File: config.mk
export PLATFORM = sky130hd
export DESIGN_NAME = fc_rx_frame_check
export DESIGN_NICKNAME = d
export VERILOG_FILES = /design/src/rtl/fc_rx_frame_check.sv
export SDC_FILE = /design/constraint.sdc
export NUM_CORES = 1
export LEC_CHECK = 0
export CAP_MARGIN = 10
export CORE_UTILIZATION = 57
export DETAILED_ROUTE_END_ITERATION = 8
export PLACE_DENSITY = 0.79
export SLEW_MARGIN = 0
export SYNTH_ARGS = -nofsm -noshare
export SYNTH_HDL_FRONTEND = slang
export SYNTH_HIERARCHICAL = 1
export SYNTH_SLANG_ARGS = --single-unit
File: constraint.sdc
create_clock -name clk -period 7.3 [get_ports clk]
set_clock_uncertainty 0.1 [all_clocks]
set_input_delay 0.73 -clock clk [delete_from_list [all_inputs] [get_ports clk]]
set_output_delay 0.73 -clock clk [all_outputs]
set_load 0.01 [all_outputs]
File: src/rtl/fc_rx_frame_check.sv
// rtl/fc_rx_frame_check.sv - FC RX frame checker: strips SOF/EOF/CRC, checks CRC-32 and length, keeps stats
//
// fc_crc32_word: one 32-bit word step of the FC CRC-32, bytes [31:24] first, each byte LSB first.
//   crc_in   running CRC register (non-reflected form)
//   data     word to fold in
//   crc_out  updated CRC register
//
// fc_rx_frame_check ports:
//   clk, reset_n                         rx_clk domain clock, asynchronous active-low reset
//   in_data, in_valid                    framed words from the framer user RX (no backpressure)
//   in_startofpacket, in_endofpacket     word is the SOF / EOF primitive
//   out_data, out_valid                  header+payload words (downstream always accepts)
//   out_startofpacket, out_endofpacket   first header word / last payload word of a frame
//   out_error                            frame bad, qualified by out_endofpacket
//   mm_address, mm_read, mm_readdata     statistics read port, registered 1-cycle read data

module fc_crc32_word (
  input  logic [31:0] crc_in,
  input  logic [31:0] data,
  output logic [31:0] crc_out
);

  localparam logic [31:0] POLY = 32'h04C11DB7;

  logic [31:0] c;
  logic        fb;

  always_comb begin
    c  = crc_in;
    fb = 1'b0;
    for (int b = 3; b >= 0; b--) begin
      for (int i = 0; i < 8; i++) begin
        // Each byte enters LSB first: the bit reflection lives in the feed order.
        fb = c[31] ^ data[8*b + i];
        c  = {c[30:0], 1'b0} ^ (fb ? POLY : 32'h0);
      end
    end
    crc_out = c;
  end

endmodule

module fc_rx_frame_check #(
  parameter int MAX_WORDS = 535,
  parameter int MIN_WORDS = 7,
  parameter int CNT_W     = 16
) (
  input  logic        clk,
  input  logic        reset_n,
  input  logic [31:0] in_data,
  input  logic        in_valid,
  input  logic        in_startofpacket,
  input  logic        in_endofpacket,
  output logic [31:0] out_data,
  output logic        out_valid,
  output logic        out_startofpacket,
  output logic        out_endofpacket,
  output logic        out_error,
  input  logic [2:0]  mm_address,
  input  logic        mm_read,
  output logic [31:0] mm_readdata
);

  localparam int CW = $clog2(MAX_WORDS + 2);

  localparam logic [CW-1:0]    C_ONE   = CW'(1);
  localparam logic [CW-1:0]    C_TWO   = CW'(2);
  localparam logic [CW-1:0]    C_MIN   = CW'(MIN_WORDS);
  localparam logic [CW-1:0]    C_MAX   = CW'(MAX_WORDS);
  localparam logic [CNT_W-1:0] CNT_ONE = CNT_W'(1);

  typedef enum logic [1:0] {
    IDLE,
    IN_FRAME,
    DISCARD
  } state_t;

  state_t            state;
  state_t            next_state;
  logic [CW-1:0]     count;
  logic [31:0]       crc;
  logic [31:0]       crc_next;
  logic [31:0]       crc_refl;
  logic              crc_ok;
  logic [31:0]       h0;
  logic [31:0]       h1;
  logic              first_pend;

  logic [CNT_W-1:0]  good_cnt;
  logic [CNT_W-1:0]  crc_err_cnt;
  logic [CNT_W-1:0]  len_err_cnt;
  logic [CNT_W-1:0]  abort_cnt;

  logic              start;
  logic              shift;
  logic              bump;
  logic              emit;
  logic              emit_eop;
  logic              emit_err;
  logic              inc_good;
  logic              inc_crc;
  logic              inc_len;
  logic              inc_abort;
  logic              h0_full;
  logic              h1_full;

  function automatic logic [CNT_W-1:0] sat_inc(input logic [CNT_W-1:0] v);
    return (v == {CNT_W{1'b1}}) ? v : v + CNT_ONE;
  endfunction

  // CRC only ever covers words that have moved from h0 into h1, so at EOF
  // it spans every data word except the trailing CRC word still in h0.
  fc_crc32_word u_crc (
    .crc_in  (crc),
    .data    (h0),
    .crc_out (crc_next)
  );

  always_comb begin
    for (int i = 0; i < 32; i++) begin
      crc_refl[i] = ~crc[31-i];
    end
    crc_ok = (crc_refl == h0);
  end

  // The holds fill strictly in order after SOF, so the word count tells
  // how many of them carry frame data.
  assign h0_full = (count >= C_ONE);
  assign h1_full = (count >= C_TWO);

  always_comb begin
    next_state = state;
    start      = 1'b0;
    shift      = 1'b0;
    bump       = 1'b0;
    emit       = 1'b0;
    emit_eop   = 1'b0;
    emit_err   = 1'b0;
    inc_good   = 1'b0;
    inc_crc    = 1'b0;
    inc_len    = 1'b0;
    inc_abort  = 1'b0;
    if (in_valid) begin
      if (in_startofpacket) begin
        // SOF always opens a new frame; inside a frame it also aborts the old one.
        start      = 1'b1;
        next_state = IN_FRAME;
        if (state == IN_FRAME) begin
          inc_abort = 1'b1;
          if (h1_full) begin
            emit     = 1'b1;
            emit_eop = 1'b1;
            emit_err = 1'b1;
          end
        end
      end else begin
        unique case (state)
          IN_FRAME: begin
            if (in_endofpacket) begin
              next_state = IDLE;
              if (h1_full) begin
                emit     = 1'b1;
                emit_eop = 1'b1;
                if (count < C_MIN) begin
                  emit_err = 1'b1;
                  inc_len  = 1'b1;
                end else if (!crc_ok) begin
                  emit_err = 1'b1;
                  inc_crc  = 1'b1;
                end else begin
                  inc_good = 1'b1;
                end
              end else begin
                inc_len = 1'b1;
              end
            end else if (count == C_MAX) begin
              next_state = DISCARD;
              bump       = 1'b1;
              inc_len    = 1'b1;
              if (h1_full) begin
                emit     = 1'b1;
                emit_eop = 1'b1;
                emit_err = 1'b1;
              end
            end else begin
              shift = 1'b1;
              bump  = 1'b1;
              emit  = h1_full;
            end
          end
          DISCARD: begin
            if (in_endofpacket) begin
              next_state = IDLE;
            end
          end
          default: begin
            next_state = state;
          end
        endcase
      end
    end
  end

  always_ff @(posedge clk or negedge reset_n) begin
    if (!reset_n) begin
      state             <= IDLE;
      count             <= '0;
      crc               <= 32'hFFFF_FFFF;
      h0                <= '0;
      h1                <= '0;
      first_pend        <= 1'b0;
      out_data          <= '0;
      out_valid         <= 1'b0;
      out_startofpacket <= 1'b0;
      out_endofpacket   <= 1'b0;
      out_error         <= 1'b0;
      good_cnt          <= '0;
      crc_err_cnt       <= '0;
      len_err_cnt       <= '0;
      abort_cnt         <= '0;
    end else begin
      state             <= next_state;
      out_valid         <= 1'b0;
      out_startofpacket <= 1'b0;
      out_endofpacket   <= 1'b0;
      out_error         <= 1'b0;

      if (emit) begin
        out_data          <= h1;
        out_valid         <= 1'b1;
        out_startofpacket <= first_pend;
        out_endofpacket   <= emit_eop;
        out_error         <= emit_err;
        first_pend        <= 1'b0;
      end

      if (bump && (count <= C_MAX)) begin
        count <= count + C_ONE;
      end

      if (shift) begin
        h1 <= h0;
        h0 <= in_data;
        if (h0_full) begin
          crc <= crc_next;
        end
      end

      // Placed after the emit branch so a SOF that aborts a frame still
      // marks the next emitted word as start of packet.
      if (start) begin
        count      <= '0;
        crc        <= 32'hFFFF_FFFF;
        h0         <= '0;
        h1         <= '0;
        first_pend <= 1'b1;
      end

      if (inc_good)  good_cnt    <= sat_inc(good_cnt);
      if (inc_crc)   crc_err_cnt <= sat_inc(crc_err_cnt);
      if (inc_len)   len_err_cnt <= sat_inc(len_err_cnt);
      if (inc_abort) abort_cnt   <= sat_inc(abort_cnt);
    end
  end

  always_ff @(posedge clk or negedge reset_n) begin
    if (!reset_n) begin
      mm_readdata <= '0;
    end else if (mm_read) begin
      unique case (mm_address)
        3'd0:    mm_readdata <= 32'(good_cnt);
        3'd1:    mm_readdata <= 32'(crc_err_cnt);
        3'd2:    mm_readdata <= 32'(len_err_cnt);
        3'd3:    mm_readdata <= 32'(abort_cnt);
        3'd4:    mm_readdata <= 32'(count);
        default: mm_readdata <= 32'hFFFF_FFFF;
      endcase
    end
  end

endmodule

### Yosys cells after proc, flatten, opt, wreduce, memory -nomap -nowiden

Cells that the tools add are included.

* flip-flop bits (word level): 241
* input port bits: 41
* output and inout bits: 68
* logic and storage cells: 258

* $add $sub $neg: 5
* magnitude comparators: 4
* equality and inequality tests: 14
* muxes and demuxes: 106
* bitwise logic cells: 100
* reductions and logical operators: 13

Operator list (count)
* 32-bit XOR: 32
* 27-bit two-way mux: 32
* 32-bit two-way mux: 7
* 32-bit case mux with 5 select lines: 1
* 16-bit by 1-bit adder with 16-bit output (second input constant): 4
* 16-bit equality test (second input constant): 4
* 1-bit two-way mux: 59
* 1-bit NOT: 36
* 32-bit equality test: 1
* 1-bit XOR: 32
* 10-bit two-way mux: 2
* 10-bit by 1-bit adder with 10-bit output (second input constant): 1
* 10-bit equality test (second input constant): 1
* 10-bit by 1-bit >= comparator with 1-bit output (second input constant): 1
* 10-bit by 2-bit >= comparator with 1-bit output (second input constant): 1
* 10-bit <= comparator (second input constant): 1
* 10-bit by 3-bit < comparator with 1-bit output (second input constant): 1
* 2-bit AND reduction: 5
* 2-bit two-way mux: 4
* 2-bit nonzero test: 4
* 3-bit by 2-bit equality test with 1-bit output (second input constant): 2
* 4-bit by 3-bit inequality test with 1-bit output (second input constant): 1
* 2-bit case mux with 2 select lines: 1
* 4-bit AND reduction: 1
* other kinds (8): 8

### Depth between registers and ports, before layout

* word-level depth: 99
* gate-level depth with buffers: 11
* gate-level depth less buffers: 10

### Cells and area by module

The synthesis kept the hierarchy.

Modules (own cells, without submodules)
* fc_rx_frame_check: times used 1, cells an instance 1033, area an instance 10762.8 µm², seq. area each 5695.5 µm²
* fc_crc32_word: times used 1, cells an instance 252, area an instance 3380.7 µm², seq. area each 0.0 µm²

### Least setup slack after synthesis

No wires, ideal clock.

* path type: register to register
* from: reg crc[26]
* to: reg crc[10]
* library setup time: 77 ps
* arrival time: 3981 ps
* data required time: 7123 ps
* setup slack: 3141 ps
* stages on the path, launching flop included: 12
* buffers on the path: 1
* period minus slack after synthesis: 4159 ps
* cells stage by stage: dfstp_2 -> xor2_1 -> xnor3_2 -> xnor2_2 -> xnor3_1 -> xnor2_2 -> xnor3_1 -> buf_6 -> xnor3_2 -> xnor3_1 -> nor4_1 -> o21ba_2

* cells in the longest elaborated chain, start to end: 45
* elaborated cells on any way between the ends: 59
* classes of those cells: mux: 15; bitwise: 44

Ends and longest elaborated chain
* from (decl): line 81 `logic [31:0] crc;`
* from (signal assigned): line 245 `crc <= crc_next;`
* 32-bit XOR (*) (5 in a row): line 35 `c = {c[30:0], 1'b0} ^ (fb ? POLY : 32'h0);`
* 1-bit XOR (*): line 34 `fb = c[31] ^ data[8*b + i];`
* 27-bit two-way mux (*): line 35
* 32-bit XOR (*) (6 in a row): line 35
* 1-bit XOR: line 34
* 27-bit two-way mux: line 35
* 32-bit XOR (*) (6 in a row): line 35
* 1-bit XOR: line 34
* (+9 left out)
* 32-bit XOR (*) (6 in a row): line 35
* 1-bit XOR: line 34
* 27-bit two-way mux: line 35
* 32-bit XOR (*) (3 in a row): line 35
* net crc_next[10]: line 82 `logic [31:0] crc_next;`
* 32-bit two-way mux (*): line 244 `if (h0_full) begin`
* 32-bit two-way mux (*): line 241 `if (shift) begin`
* 32-bit two-way mux (*): line 251 `if (start) begin`

Mark *: on every way through the listed nets, which the timed path passes. The rest lies on a longest branch. The select of a mux whose other input is x is not followed.
A chain may end at the register's enable or synchronous reset.

### Final worst setup path

* from: reg h0[30]
* to: reg crc[11]

* cells in the longest elaborated chain, start to end: 39
* elaborated cells on any way between the ends: 55
* classes of those cells: mux: 16; bitwise: 39

Ends and longest elaborated chain
* from (decl): line 85 `logic [31:0] h0;`
* from (signal assigned): line 243 `h0 <= in_data;`
* 1-bit XOR (*): line 34
* 27-bit two-way mux (*): line 35
* 32-bit XOR (*) (6 in a row): line 35
* 1-bit XOR: line 34
* 27-bit two-way mux: line 35
* 32-bit XOR (*) (6 in a row): line 35
* 1-bit XOR: line 34
* 27-bit two-way mux: line 35
* (+8 left out)
* 32-bit XOR (*) (6 in a row): line 35
* 1-bit XOR: line 34
* 27-bit two-way mux: line 35
* 32-bit XOR (*) (2 in a row): line 35
* net crc_next[11]: line 82
* 32-bit two-way mux (*): line 244
* 32-bit two-way mux (*): line 241
* 32-bit two-way mux (*): line 251

Marked as above.

==> metrics.yaml <==
cts_root_buf: "clkbuf_16"
final_common_cell: "dfrtp_1"
finalSetupViolCount: 0
fin_util: 0.666
timing.final.crit_share: 0.655
io_pins: 109
clk_transition_reported_paths_ns: 0.06
hp-class: "in2async"
place.gp.congestion: 0.952
drc_errors: 0
cts_buffers: 25
cp.arrival_ns: 5.14
grt_pass1_vias: 9944
worst_pin_slew_ns: 1.10
cp-startpoint: "h0[30]"
ys_warn_count: 6
drt_iter0_markers: 852
hold_buffers: 0
crit_family: "XOR/XNOR gates"
post_cts_buffers: 0
start_util: 0.582
cts_resized: 0
ys_seq_area_frac: 0.403
rsz0062_at_grt: "false"
die_x_um: 160
hpwl_mm: 26.9
drt-total-wl_mm: 37.5
drv_slew: 0
async_flop_share: 1.00
critPathLaunchType: "flop"
antenna_left: 0
syn_area_um2: 14100
nFillCells: 1839
synth.distinct_cells: 64
avgSynthCellArea_um2: 11.0
postSynthCellCount: 1285
clock-sinks: 226
core_um2: 24300
grt_usage: 0.302
crit_type: "reg2reg"
max_freq_ghz: 0.209
cp.buffers_inverters: 0
synth.top_cell.area_share: 0.343
critPathRequiredTime_ns: 7.66
fin_nets: 1400
die_area_um2: 25400
areaGrowthSynthToFinish_pct: 14.5
antenna_found_initial: 0
cp_cell_sequence: "xnor2_1 > xnor3_1 > xnor3_1 > xnor2_1 > xnor3_2 > xnor3_2 > xor2_2 > xnor3_1 > nor4_1 > o21ba_2"
grt_pass1_wl_mm: 58.9
period_needed_ns: 4.78
syn-num-nets: 1334
synth-seq-cells: 226
slowest_delay_ns: 0.68
crit_slowest_cell: "xnor2_1"
clock_path_buffers: 3
vias_per_cell: 5.91
die_height_um: 160
tns_ns: 0
place_ws_ns: 2.62
synth_edf_count: 0
cp_max_fo: 8
status: "complete, no violations"
hold_viol_final: 0
max_cap_violations: 0
drive_gt1_frac: 0.164
grt_max_degree: 126
cts_tree: "done"
io_buffers: 108
crit_path_end_kind: "flop"
ys_top_cells_by_area: "dfrtp_1, xnor2_1, xnor3_1, dfstp_2, nand2_1"
yosysTopAreaCell: "dfrtp_1"
grt_remaining_overflow: 0
crit_path_frequent_cell: "xnor3_1"
fin_ws_ns: 2.52
htreeDepth: 1
num_vias: 10014
layout_common_cells: "dfrtp_1, xnor2_1, nand2_1"
row_count: 57
relSlewSlack: 0.262
n_antenna_cell: 0
rr_startpoint: "h0[30]"
routedWlPerCell_um: 22.1
clock_latency_ns: 0.53
dr.pass1.iters: 5
synth-main-ff-cell: "dfrtp_1"
flip-flops by register name (all words and copies together) (netlist names), 2 cells and up:
name         cells
mm_readdata     17
h0              32
crc_err_cnt     16
good_cnt        16
h1              32
crc             32
abort_cnt       16
count           10
state            2
out_data        32
len_err_cnt     16
cell families (layout without fill, tap and decap cells):
group / Yosys count / after routing / synth area share
AO/OA/AOI/OAI: 173 / 173 / 0.0821
buffers and inverters: 97 / 182 / 0.0330
AND/OR/NAND/NOR: 377 / 377 / 0.129
adder cells (fa/ha/maj): 8 / 8 / 0.00708
flip-flops: 226 / 226 / 0.403
multiplexers: 58 / 58 / 0.0484
XOR/XNOR: 346 / 346 / 0.298
per-layer routing:
layer  up-vias  track usage  part of all wire
li1       4523            -                 -
met4         0       0.0826             0.028
met5         -            0                 0
met1      5007        0.438              0.44
met3        58       0.0651             0.084
met2       426        0.461              0.45
cells in the mapped netlist (all sizes together) (16+ instances only):
master  number
clkbuf      47
inv         17
dfrtp      194
nand2      164
nor4        44
o21ai       27
xnor3       55
o21ba       32
mux2        43
nand4       27
nand3       27
nor3        16
and3        16
nor2        47
xnor2      215
buf         33
dfstp       32
xor2        72
a21oi       73
path summary, 6_finish.rpt:
| kind | to | slack (ns) | cells past startpoint |
|---|---|---|---|
| max reg2reg | crc[11] | 2.52 | 10 |
| min in group clk | mm_readdata[15] | 0.38 | 1 |
| max in group asynchronous | h1[21] | 5.50 | 2 |
| min reg2reg | mm_readdata[15] | 0.38 | 1 |
| max | crc[11] | 2.52 | 10 |
| min | h0[12] | 0.14 | 1 |
layout make-up:
class | count | area (um2) | share of cell area
multi-input cells | 962 | 8010 | 0.495
clock buffers | 32 | 712 | 0.0439
clock inverters | 14 | 141 | 0.00873
repair buffers | 119 | 1170 | 0.0721
inverters | 17 | 63.8 | 0.00394
well taps | 324 | 405 | 0.0250
flip-flops and latches | 226 | 5700 | 0.352
worst reg2reg max path, stage by stage (launching register included):
cell	delay [ns]
dfrtp_1	0.44
xnor2_1	0.68
xnor3_1	0.55
xnor3_1	0.66
xnor2_1	0.20
xnor3_2	0.54
xnor3_2	0.47
xor2_2	0.27
xnor3_1	0.37
nor4_1	0.25
o21ba_2	0.19
through the flow:
step,hold slack (ns),instances,instance area (um2)
global route,0.274,1694,16200
CTS,0.258,1694,16200
floorplan,0.334,1285,14100
finish,0.143,1694,16200
detailed placement,0.366,1648,15300
global placement,0.368,1648,15300
Power is not shown: default switching activity piles up to over one toggle a cycle in this logic, so the estimate is an artifact.
